$ cat src/rtl/afc_ncntr.sv
// VCO frequency counter for AFC calibration: counts prescaled VCO strobes
// inside the enable window and latches the count on a datasyn rising edge.
module afc_ncntr #(
  parameter int CNT_W   = 15,
  parameter int PRE_DIV = 1
) (
  input  logic             clk,
  input  logic             rst,
  input  logic             afc_cntr_rstn,
  input  logic             afc_cntr_en,
  input  logic             afc_cntr_datasyn,
  input  logic             vco_pulse,
  output logic [CNT_W-1:0] a2d_afc_ncntr,
  output logic             ncntr_valid,
  output logic             ncntr_sat
);

  typedef enum logic [1:0] {
    IDLE,
    COUNT,
    HOLD
  } state_t;

  localparam logic [3:0]       PRE_MAX = 4'(PRE_DIV - 1);
  localparam logic [CNT_W-1:0] CNT_MAX = '1;

  state_t           state;
  state_t           state_nxt;
  logic [CNT_W-1:0] cnt;
  logic [CNT_W-1:0] cnt_nxt;
  logic [3:0]       pre;
  logic [3:0]       pre_nxt;
  logic             sat_nxt;
  logic             active;
  logic             datasyn_d;
  logic             latch;

  assign latch = afc_cntr_rstn & afc_cntr_datasyn & ~datasyn_d;

  always_comb begin
    state_nxt = state;
    cnt_nxt   = cnt;
    pre_nxt   = pre;
    sat_nxt   = ncntr_sat;
    active    = 1'b0;
    unique case (state)
      IDLE: begin
        if (afc_cntr_en) begin
          state_nxt = COUNT;
          active    = 1'b1;
        end
      end
      COUNT: begin
        if (!afc_cntr_en) state_nxt = HOLD;
        else              active    = 1'b1;
      end
      HOLD: begin
        if (afc_cntr_en) state_nxt = COUNT;
      end
      default: state_nxt = IDLE;
    endcase
    if (active && vco_pulse) begin
      if (pre == PRE_MAX) begin
        pre_nxt = '0;
        if (cnt == CNT_MAX) sat_nxt = 1'b1;
        else                cnt_nxt = cnt + 1'b1;
      end else begin
        pre_nxt = pre + 4'd1;
      end
    end
    // Synchronous clear overrides everything but the async reset
    if (!afc_cntr_rstn) begin
      state_nxt = IDLE;
      cnt_nxt   = '0;
      pre_nxt   = '0;
      sat_nxt   = 1'b0;
    end
  end

  always_ff @(posedge clk or posedge rst) begin
    if (rst) begin
      state         <= IDLE;
      cnt           <= '0;
      pre           <= '0;
      ncntr_sat     <= 1'b0;
      datasyn_d     <= 1'b0;
      ncntr_valid   <= 1'b0;
      a2d_afc_ncntr <= '0;
    end else begin
      state       <= state_nxt;
      cnt         <= cnt_nxt;
      pre         <= pre_nxt;
      ncntr_sat   <= sat_nxt;
      datasyn_d   <= afc_cntr_datasyn;
      ncntr_valid <= latch;
      if (latch) a2d_afc_ncntr <= cnt;
    end
  end

endmodule

$ cat config.mk
export PLATFORM = sky130hd
export DESIGN_NAME = afc_ncntr
export DESIGN_NICKNAME = d
export VERILOG_FILES = /design/src/rtl/afc_ncntr.sv
export SDC_FILE = /design/constraint.sdc
export NUM_CORES = 1
export LEC_CHECK = 0
export CORE_MARGIN = 4
export CORE_UTILIZATION = 49
export DETAILED_ROUTE_END_ITERATION = 6
export PLACE_DENSITY = 0.71
export REMOVE_ABC_BUFFERS = 1
export SLEW_MARGIN = 20
export SYNTH_ARGS = -nofsm -noshare
export SYNTH_HDL_FRONTEND = slang
export SYNTH_SLANG_ARGS = --single-unit
$ cat constraint.sdc
create_clock -name clk -period 1.95 [get_ports clk]
set_input_delay 0.2925 -clock clk [delete_from_list [all_inputs] [get_ports clk]]
set_output_delay 0.2925 -clock clk [all_outputs]
set_load 0.02 [all_outputs]
### Word level (Yosys, flattened, before mapping)

Index checks and enable logic that the tools add are counted.

* memory bits (read-only): 0
* output and inout port bits: 17
* latch bits: 0
* RAM bits: 0
* register bits: 39
* word-level logic and storage cells: 46
* memories: 0

* $add $sub $neg: 2
* reductions and logical operators: 8
* muxes and demuxes: 17
* shift operators: 0
* equality and inequality tests: 9
* magnitude comparators: 0
* bitwise operators: 3
* multipliers: 0
* divide/modulo/power cells: 0

Operators with widths (count)
* $mux 15: 4
* $add 15x1->15 const B: 1
* $eq 15x15->1 const B: 1
* $mux 4: 3
* $mux 1: 6
* $mux 2: 3
* $ne 2x1->1 const B: 3
* $reduce_and 3->1: 2
* $add 4x1->4 const B: 1
* $logic_not 4->1: 1
* $pmux 2 s2: 1
* $reduce_or 2->1: 2
* $ne 3x2->1 const B: 1
* $ne 3x3->1 const B: 1
* $and 1x1->1: 2
* $eq 2x1->1 const B: 1
* $eq 2x2->1 const B: 1
* $logic_not 2->1: 1
* $ne 2x2->1 const B: 1
* $reduce_and 2->1: 1
* $logic_and 1x1->1: 1
* $not 1->1: 1

### Depth between registers and ports, before layout

Gate-level depths: netlist of run 1.

* depth in word-level cells: 6
* gate-level depth with buffers: 8

### Worst setup path before layout of run 1

No wires, ideal clock.

* kind: register to register
* from: reg cnt[0]
* to: reg cnt[5]
* arrival time: 1741 ps
* path slack: 131 ps
* stages on the path, launching flop included: 7
* period minus slack after synthesis: 1819 ps
* path buffers: 1
* cell sequence: dfrtp_1 ha_1 and4_1 and4_1 buf_2 or4_1 a21oi_1

* cells in the longest elaborated chain, start to end: 5
* elaborated cells on any way between the ends: 8
* classes of those cells: 1 x add/sub; 2 x eq/ne; 4 x mux; 1 x reduce/logical

RTL lines
* start: declaration: RTL line 29 `logic [CNT_W-1:0] cnt;`
* start signal: assignment: RTL line 91 `cnt <= cnt_nxt;`
* $add 15x1->15: RTL line 66 `else cnt_nxt = cnt + 1'b1;`
* $mux 15: RTL line 65 `if (cnt == CNT_MAX) sat_nxt = 1'b1;`
* $mux 15: RTL line 63 `if (pre == PRE_MAX) begin`
* $mux 15: RTL line 62 `if (active && vco_pulse) begin`
* $mux 15: RTL line 72 `if (!afc_cntr_rstn) begin`

Several ways; a longest one is shown, not always the timed one. The select of a mux whose other input is x is not followed.
A chain may end at the register's enable or synchronous reset.

### Worst setup path after layout of run 1

* from: reg pre[1]
* to: reg cnt[7]

* cells in the longest elaborated chain, start to end: 3

RTL lines
* start: declaration: RTL line 31 `logic [3:0] pre;`
* start signal: assignment: RTL line 92 `pre <= pre_nxt;`
* $logic_not 4->1: RTL line 63
* $ne 2x1->1 (no source line)
* $reduce_and 3->1 (no source line)

No other way between the ends.

==> flow_summary.ini, run 1 <==
[run_status]
status = completed

[power_and_ir_drop]
vdd_ir_drop_max_mv = 0.563
p_clk_share_pct = 45.4
p_int_mw = 1.39
powerDensity_nw_per_um2 = 739
power_frac_comb_pct = 7.8
p_leak_nw = 1.12
switching_share_pct = 21.6
p_switching_mw = 0.383
pwr-share-seq_pct = 46.9

[clocking]
cts_sinks = 39
cts.reportedPaths.clkPinSlew_ps = 80
cts_tree = built
root_buffer = clkbuf_8
h-tree-depth = 2
ctsHoldBuffers = 0
cts_buffers = 5
cts_setup_buffers = 0
clock_path_buffers = 2
clk_latency_ps = 300

[place]
gp_congestion = 0.818
numPortBuffers = 22
dp_hpwl_um = 2900

[critical_path]
setup.worst_path.class = flop to flop
ff2ff_setup_slack_ps = 100
crit_path_top_delay_cell = or4_1
crit_path_max_incr_delay_ps = 490
cp.depth = 6
r2r_cells = 6
critPathTopFamily = simple AND/OR/NAND/NOR gates
cp-start-kind = flop
critPathMaxFanout = 10
endpoint_kind = flop
arrival_ps = 2070
path_buf_inv = 1
r2r_end = cnt[7]
path_cells = inv_1 -> ha_1 -> nand2b_4 -> o31a_4 -> or4_1 -> a21oi_1
crit_required_ps = 2160
r2r-start = pre[1]

[global_routing]
grt_pass1_wl_um = 7070
grt_pass1_vias = 1596
grt_max_degree = 40
overflow = 0
antenna_found_initial = 0
grtUsageTotal_pct = 18.2

[route]
drt_iter0_drc = 56
wire_per_inst_um = 14.9
route.antenna.remaining_nets = 0
drt_pass1_iterations = 4
routed-via-count = 1583
viasPerCell = 5.55
drc_errors = 0
wl_um = 4250

[die]
fp.dieH_um = 69.5
fp.dieW_um = 69.5
rows = 22
core_area_um2 = 3660
die_area_um2 = 4820
initial_utilization_pct = 50.5
ioPinCount = 23

[sta]
fmax_mhz = 540
setup_tns_ps = 0
slew_violations = 0
worst_pin_slew_ps = 504
finClkSkew_ps = 5.80
min_period_over_period_pct = 95.0
final_hold_viol_count = 0
rsz0062_at_grt = no
max_slew_margin_pct = 66.3
finalSetupViolCount = 0
min_period_ps = 1850

[finish]
area_delta_synth_final_pct = 29.6
final_common_cell = nand2_1
fill_cells = 304
nets = 245
final_cell_mix = 59 x nand2_1, 39 x dfrtp_1, 22 x clkdlybuf4s50_1, 20 x buf_4, 13 x a21oi_1
final_util_pct = 65.5
drive_gt1_share_pct = 13.9
diodes = 0

[synth]
yosysTopAreaCellShare_pct = 52.7
synth.avg_cell_area_um2 = 9.54
yosys_warnings = 0
syn_area_um2 = 1850
synthArstFlopShare_pct = 100
synth_edf_count = 0
synth_top_flop_cell = dfrtp_1
synth_area_leaders = dfrtp_1 53%, nand2_1 12%, o31ai_1 4.1%
synth-seq-area-share_pct = 52.7
synthesis.instances = 194
ys_types = 33
synth_area_leader_cell = dfrtp_1
ys_ff_latch = 39

[hold_path]
holdCritPathClass = input pin to asynchronous set/reset pin

[job]
max_cap_viol_count = 0
per-layer routing:
layer	GRT usage [%]	share of wire [%]	vias to the layer above
li1	-	-	774
met1	20.6	43	761
met2	30.8	50	33
met3	4.78	3.8	15
met4	10.6	3.2	0
met5	0	0	-
final cells by class:
| class | instances | area (um2) | area share [%] |
|---|---|---|---|
| Clock buffer | 5 | 68.8 | 2.87 |
| Clock inverter | 3 | 67.6 | 2.82 |
| Inverter | 5 | 18.8 | 0.782 |
| Multi-Input combinational cell | 143 | 837 | 34.9 |
| Sequential cell | 39 | 976 | 40.7 |
| Tap cell | 48 | 60.1 | 2.50 |
| Timing Repair Buffer | 42 | 370 | 15.4 |
worst max path at each step:
stage / slack (ps) / from / to
floorplan: 100 / pre[0] / cnt[11]
detailed placement: -220 / vco_pulse / cnt[9]
global placement: -110 / vco_pulse / cnt[0]
finish: 100 / pre[1] / cnt[7]
global route: 20 / pre[1] / cnt[9]
CTS: 3 / pre[1] / cnt[9]
synth_stat cells (2+ instances only):
library cell and n:
nand2_1 59, nand4_1 6, nor4_1 2, a21oi_1 13, dfrtp_1 39, o31ai_1 10
nor4b_1 2, nand2b_1 4, nor2_1 2, and2_1 2, nand3_1 5, or4_1 8
and3_1 3, o21ai_0 3, inv_1 5, ha_1 3, clkbuf_1 5, and4_1 4
mux2i_1 4, buf_2 2
worst reg2reg max path, stage by stage, from the launching register on:
cell and delay [ps]:
dfrtp_1 420, inv_1 80, ha_1 190, nand2b_4 90, o31a_4 330, or4_1 490, a21oi_1 170
cell families after synthesis:
kind of cell / count (synthesis) / share of synthesized area, %
xor gates and xnor gates: 2 / 0.947
muxes: 4 / 2.16
adders and majority gates: 3 / 2.03
and+or+nand+nor: 104 / 29.3
buffers and inverters: 13 / 3.18
AOI/OAI and AO/OA: 29 / 9.60
DFF: 39 / 52.7
state kept, by name (all words and copies together) (netlist names):
name,cells
state,2
cnt,15
ncntr_sat,1
datasyn_d,1
a2d_afc_ncntr,15
pre,4
ncntr_valid,1
timing repair:
action | CTS | global route
cloned | 0 | 1
endpoints found under the setup margin | 11 | 8
gates resized for setup | 3 | 1
pin swaps | 0 | 1
power groups by stage:
stage / clock network (mW) / registers (mW) / logic, mW
2_1_floorplan: 0 / 0.856 / 0.0524
3_3_place_gp: 0 / 0.846 / 0.129
3_5_place_dp: 0 / 0.846 / 0.134
4_1_cts: 0.817 / 0.831 / 0.136
5_1_grt: 0.855 / 0.833 / 0.152
6_report: 0.804 / 0.831 / 0.138
per-stage QoR:
stage / instance area (um2) / hold slack, ps / setup slack, ps / power (mW) / instances
after floorplan: 1810 / 324 / 101 / 0.908 / 186
after global placement: 2240 / 454 / -110 / 0.975 / 276
after detailed placement: 2240 / 464 / -225 / 0.981 / 276
after CTS: 2390 / 420 / 3.14 / 1.78 / 284
after global routing: 2400 / 459 / 19.5 / 1.84 / 285
final: 2400 / 403 / 96.8 / 1.77 / 285
(Power assumes the default switching activity.)
==> run 2, diff against run 1 <==
--- a/config.mk
+++ b/config.mk
@@ -6,9 +6,9 @@
 export NUM_CORES = 1
 export LEC_CHECK = 0
 export CORE_MARGIN = 4
-export CORE_UTILIZATION = 49
+export CORE_UTILIZATION = 43
 export DETAILED_ROUTE_END_ITERATION = 6
-export PLACE_DENSITY = 0.71
+export PLACE_DENSITY = 0.63
 export REMOVE_ABC_BUFFERS = 1
 export SLEW_MARGIN = 20
 export SYNTH_ARGS = -nofsm -noshare
==> run 2 against run 1 <==
Effect of this change:
- power down 12%
- sequential power is essentially flat
- wire length shrank 7.4%
- setup slack worse by 31 ps
- global-route usage shrank 1.7 points
- critical endpoint is now cnt[3]
- combinational power is 7% lower
- via count shrank 2.8%
- die area up 12%
- critical path type unchanged
==> flow_summary.ini, run 2 (synthesis results as in run 1) <==
[die]
ioPinCount = 23
fp.dieW_um = 73.6
fp.dieH_um = 73.6
die_area_um2 = 5420
rows = 23
core_area_um2 = 4090
initial_utilization_pct = 45.3

[finish]
reg_top3 = a2d_afc_ncntr (15), cnt (15), pre (4)
nets = 243
drive_gt1_share_pct = 14.9
final_util_pct = 58.1
area_delta_synth_final_pct = 28.2
final_cell_mix = 59 x nand2_1, 38 x dfrtp_1, 22 x clkdlybuf4s50_1, 18 x buf_4, 11 x a21oi_1
layout.cells.non_filler = 285
final_common_cell = nand2_1
diodes = 0

[global_routing]
grt_pass1_wl_um = 6930
grtUsageTotal_pct = 16.5
grt_pass1_vias = 1557
grt_max_degree = 40
overflow = 0
antenna_found_initial = 0

[clocking]
root_buffer = clkbuf_8
cts_sinks = 39
clock_path_buffers = 2
cts_setup_buffers = 0
h-tree-depth = 2
cts_buffers = 5
cts_tree = built
clk_latency_ps = 290
cts.reportedPaths.clkPinSlew_ps = 80
ctsHoldBuffers = 0

[power_and_ir_drop]
vdd_ir_drop_max_mv = 0.309
powerDensity_nw_per_um2 = 654
p_leak_nw = 1.10
finalPower_mw = 1.55

[critical_path]
r2r_end = cnt[3]
setup.worst_path.class = flop to flop
ff2ff_setup_slack_ps = 70
r2r-start = pre[1]
r2r_cells = 7
cp-start-kind = flop
crit_required_ps = 2160
critPathMaxFanout = 21
endpoint_kind = flop
arrival_ps = 2090

[sta]
fmax_mhz = 531
worst_pin_slew_ps = 563
min_period_ps = 1880
final_hold_viol_count = 0
min_period_over_period_pct = 96.6
slew_violations = 0
finClkSkew_ps = 8.88
rsz0062_at_grt = no
max_slew_margin_pct = 62.4
finalSetupViolCount = 0

[place]
dp_hpwl_um = 2790
dpl.cell_count = 277
gp_congestion = 0.814
numPortBuffers = 22

[route]
drc_errors = 0
drt_iter0_drc = 89
viasPerCell = 5.40
route.antenna.remaining_nets = 0
routed-via-count = 1539
drt_pass1_iterations = 4
wl_um = 3940
wire_per_inst_um = 13.8

[run_status]
status = completed

[hold_path]
holdCritPathClass = input pin to asynchronous set/reset pin

[job]
max_cap_viol_count = 0
==> run 2: cell count changes in the layout (fill, tap and decap cells not counted), sizes merged <==
cell / before / now
buf: 20 / 19
bufinv: 2 / 0
clkbuf: 5 / 8
clkinvlp: 1 / 0
o31a: 2 / 1
==> run 2: power by group <==
group          total, mW  switching (mW)  leakage (nW)  internal (mW)
Clock              0.590           0.267        0.0515          0.323
Combinational      0.129          0.0752         0.514         0.0534
Sequential         0.832         0.00946         0.537          0.823
Total               1.55           0.352          1.10           1.20
==> run 2: how the worst max path moves through the flow <==
| stage | start | endpoint | slack, ps |
|---|---|---|---|
| floorplan | pre[0] | cnt[11] | 100 |
| global placement | vco_pulse | cnt[6] | -60 |
| detailed placement | vco_pulse | cnt[3] | -110 |
| CTS | cnt[0] | cnt[3] | 6 |
| global route | pre[1] | cnt[11] | 4 |
| finish | pre[1] | cnt[3] | 70 |
==> run 2: final cells by class <==
| type | instances | area, um2 |
|---|---|---|
| well taps | 50 | 62.6 |
| flip-flops and latches | 39 | 977 |
| repair buffers | 41 | 375 |
| multi-input cells | 142 | 838 |
| clock buffers | 8 | 100 |
| inverters | 5 | 18.8 |
| fillers | 375 | 1710 |
==> run 2: through the flow <==
stage	hold slack, ps	TNS, ps	setup WS [ps]	instance area [um2]
3_5_place_dp	461	-761	-112	2250
6_report	423	0	66.2	2370
2_1_floorplan	324	0	101	1810
5_1_grt	478	0	3.61	2370
4_1_cts	436	0	5.70	2350
3_3_place_gp	452	-412	-57.3	2250
==> run 2: worst max-delay path, cell delays in order (launching register included) <==
cell and delay [ps]:
dfrtp_1 380, inv_1 70, ha_2 190, nand2b_4 70, o31a_1 310, buf_12 160
or4_1 500, a21oi_1 140
==> run 2: timing repair <==
action	CTS	global route
pin swaps	0	1
setup endpoints to repair	8	10
resized for setup	1	7
==> run 2: routing by layer <==
metal | vias to the layer above | GRT usage (%) | share of wire, %
li1 | 765 | - | -
met1 | 729 | 19.8 | 44
met2 | 39 | 27.9 | 49
met3 | 6 | 4.24 | 4.6
met4 | 0 | 7.04 | 1.5
met5 | - | 0 | 0
==> run 3, diff against run 2 <==
==> constraint.sdc (replaced) <==
create_clock -name clk -period 1.95 [get_ports clk]
set_input_delay 0.195 -clock clk [delete_from_list [all_inputs] [get_ports clk]]
set_output_delay 0.195 -clock clk [all_outputs]
set_load 0.02 [all_outputs]
==> run 3 against run 2 <==
Effect of this change:
- die area is the same
- sequential share of layout area shrank 0.40 points
- power is essentially flat
- setup slack gained 4.9 ps
- clock power is essentially flat
- sequential power is essentially flat
- critical endpoint is now cnt[9]
==> flow_summary.ini, run 3 (synthesis results as in run 1) <==
[critical_path]
path_buf_inv = 2
path_cells = inv_1 -> ha_2 -> nand2b_4 -> o31a_1 -> buf_12 -> or4_4 -> a21oi_2
r2r_end = cnt[9]
endpoint_kind = flop
arrival_ps = 2090
r2r-start = pre[0]
crit_path_max_incr_delay_ps = 480
critPathMaxFanout = 21
crit_path_top_delay_cell = or4_4
r2r_cells = 7
crit_required_ps = 2160
critPathTopFamily = simple AND/OR/NAND/NOR gates
setup.worst_path.class = flop to flop
cp-start-kind = flop
critical_path.startpoint = pre[0]
ff2ff_setup_slack_ps = 70

[sta]
worst_pin_slew_ps = 596
fmax_mhz = 532
timing.hold.ws_ps = 323
rsz0062_at_grt = yes
slew_violations = 0
min_period_over_period_pct = 96.4
fin_ws_ps = 71.2
final_hold_viol_count = 0
min_period_ps = 1880
max_slew_margin_pct = 60.2
finClkSkew_ps = 2.89
setup_tns_ps = 0
finalSetupViolCount = 0

[job]
max_cap_viol_count = 0

[clocking]
ctsHoldBuffers = 0
h-tree-depth = 2
root_buffer = clkbuf_8
cts_tree = built
clk_latency_ps = 280
cts_setup_buffers = 0
clock_path_buffers = 2
cts_buffers = 5
cts_sinks = 39
cts.reportedPaths.clkPinSlew_ps = 70

[power_and_ir_drop]
vdd_ir_drop_max_mv = 0.335
p_leak_nw = 1.11
powerDensity_nw_per_um2 = 649
finalPower_mw = 1.55

[route]
wire_per_inst_um = 14.1
viasPerCell = 5.36
route.antenna.remaining_nets = 0
drt_iter0_drc = 63
wl_um = 4020
routed-via-count = 1529
drt_pass1_iterations = 4
drc_errors = 0

[finish]
final_cell_mix = 59 x nand2_1, 39 x dfrtp_1, 22 x clkdlybuf4s50_1, 18 x buf_4, 10 x o31ai_1
final_common_cell = nand2_1
area_delta_synth_final_pct = 29.3
diodes = 0
nets = 243
drive_gt1_share_pct = 16.6
reg_top3 = a2d_afc_ncntr (15), cnt (15), pre (4)
fin_area_um2 = 2390

[die]
fp.dieH_um = 73.6
ioPinCount = 23
core_area_um2 = 4090
rows = 23
fp.dieW_um = 73.6
initial_utilization_pct = 45.3
die_area_um2 = 5420

[place]
place_ws_ps = -36.0
placed_area_um2 = 2250
gp_congestion = 0.811
numPortBuffers = 22
dp_hpwl_um = 2790

[global_routing]
antenna_found_initial = 0
grt_pass1_vias = 1545
overflow = 0
grt_max_degree = 40
grt_pass1_wl_um = 6830
grtUsageTotal_pct = 16.1

[hold_path]
holdCritPathClass = input pin to asynchronous set/reset pin

[run_status]
status = completed
## run 3: cell counts in the layout (fill, tap and decap cells not counted)
No cell type changed its count.
## run 3: area by class of cell
| type | instances | area [um2] |
|---|---|---|
| inverters | 5 | 18.8 |
| well taps | 50 | 62.6 |
| multi-input cells | 142 | 860 |
| flip-flops and latches | 39 | 976 |
| clock buffers | 8 | 100 |
| repair buffers | 41 | 375 |
| fillers | 376 | 1690 |
## run 3: worst max path at each step
stage                         end  slack (ps)  depth (start not counted)
final                      cnt[9]          70                          7
after global routing       cnt[8]         -20                          6
after CTS                  cnt[9]          10                          5
after detailed placement   cnt[9]         -40                          5
after global placement     cnt[4]          30                          5
after floorplan           cnt[11]         100                          6
## run 3: metrics by stage
stage                     util (%)  std cells
after global routing          58.5        285
after global placement        55.0        277
after floorplan                  -        186
final                         58.5        285
after detailed placement      55.0        277
after CTS                     57.5        285
## run 3: worst register-to-register path, delay by kind of cell (launching register included)
kind	cells	cell delay, ps
adder cells (fa/ha/maj)	1	190
AND/OR/NAND/NOR	2	550
buffers and inverters	2	220
flip-flops	1	390
AO/OA/AOI/OAI	2	460
## run 3: power by group
group / switching (mW) / total [mW] / internal (mW)
combinational: 0.0770 / 0.131 / 0.0538
clock: 0.266 / 0.589 / 0.323
sequential: 0.00949 / 0.832 / 0.823
total: 0.352 / 1.55 / 1.20
## run 3: metal layers
metal	vias to the layer above	wire, um	track usage, %
li1	763	-	-
met4	0	41	6.64
met3	6	133	3.42
met2	26	2020	27.4
met1	734	1820	19.8
met5	-	0	0
## run 3: repair_timing
action,CTS,global route
pin swaps,0,1
cloned,0,0
gates resized for setup,1,11
setup endpoints to repair,8,10
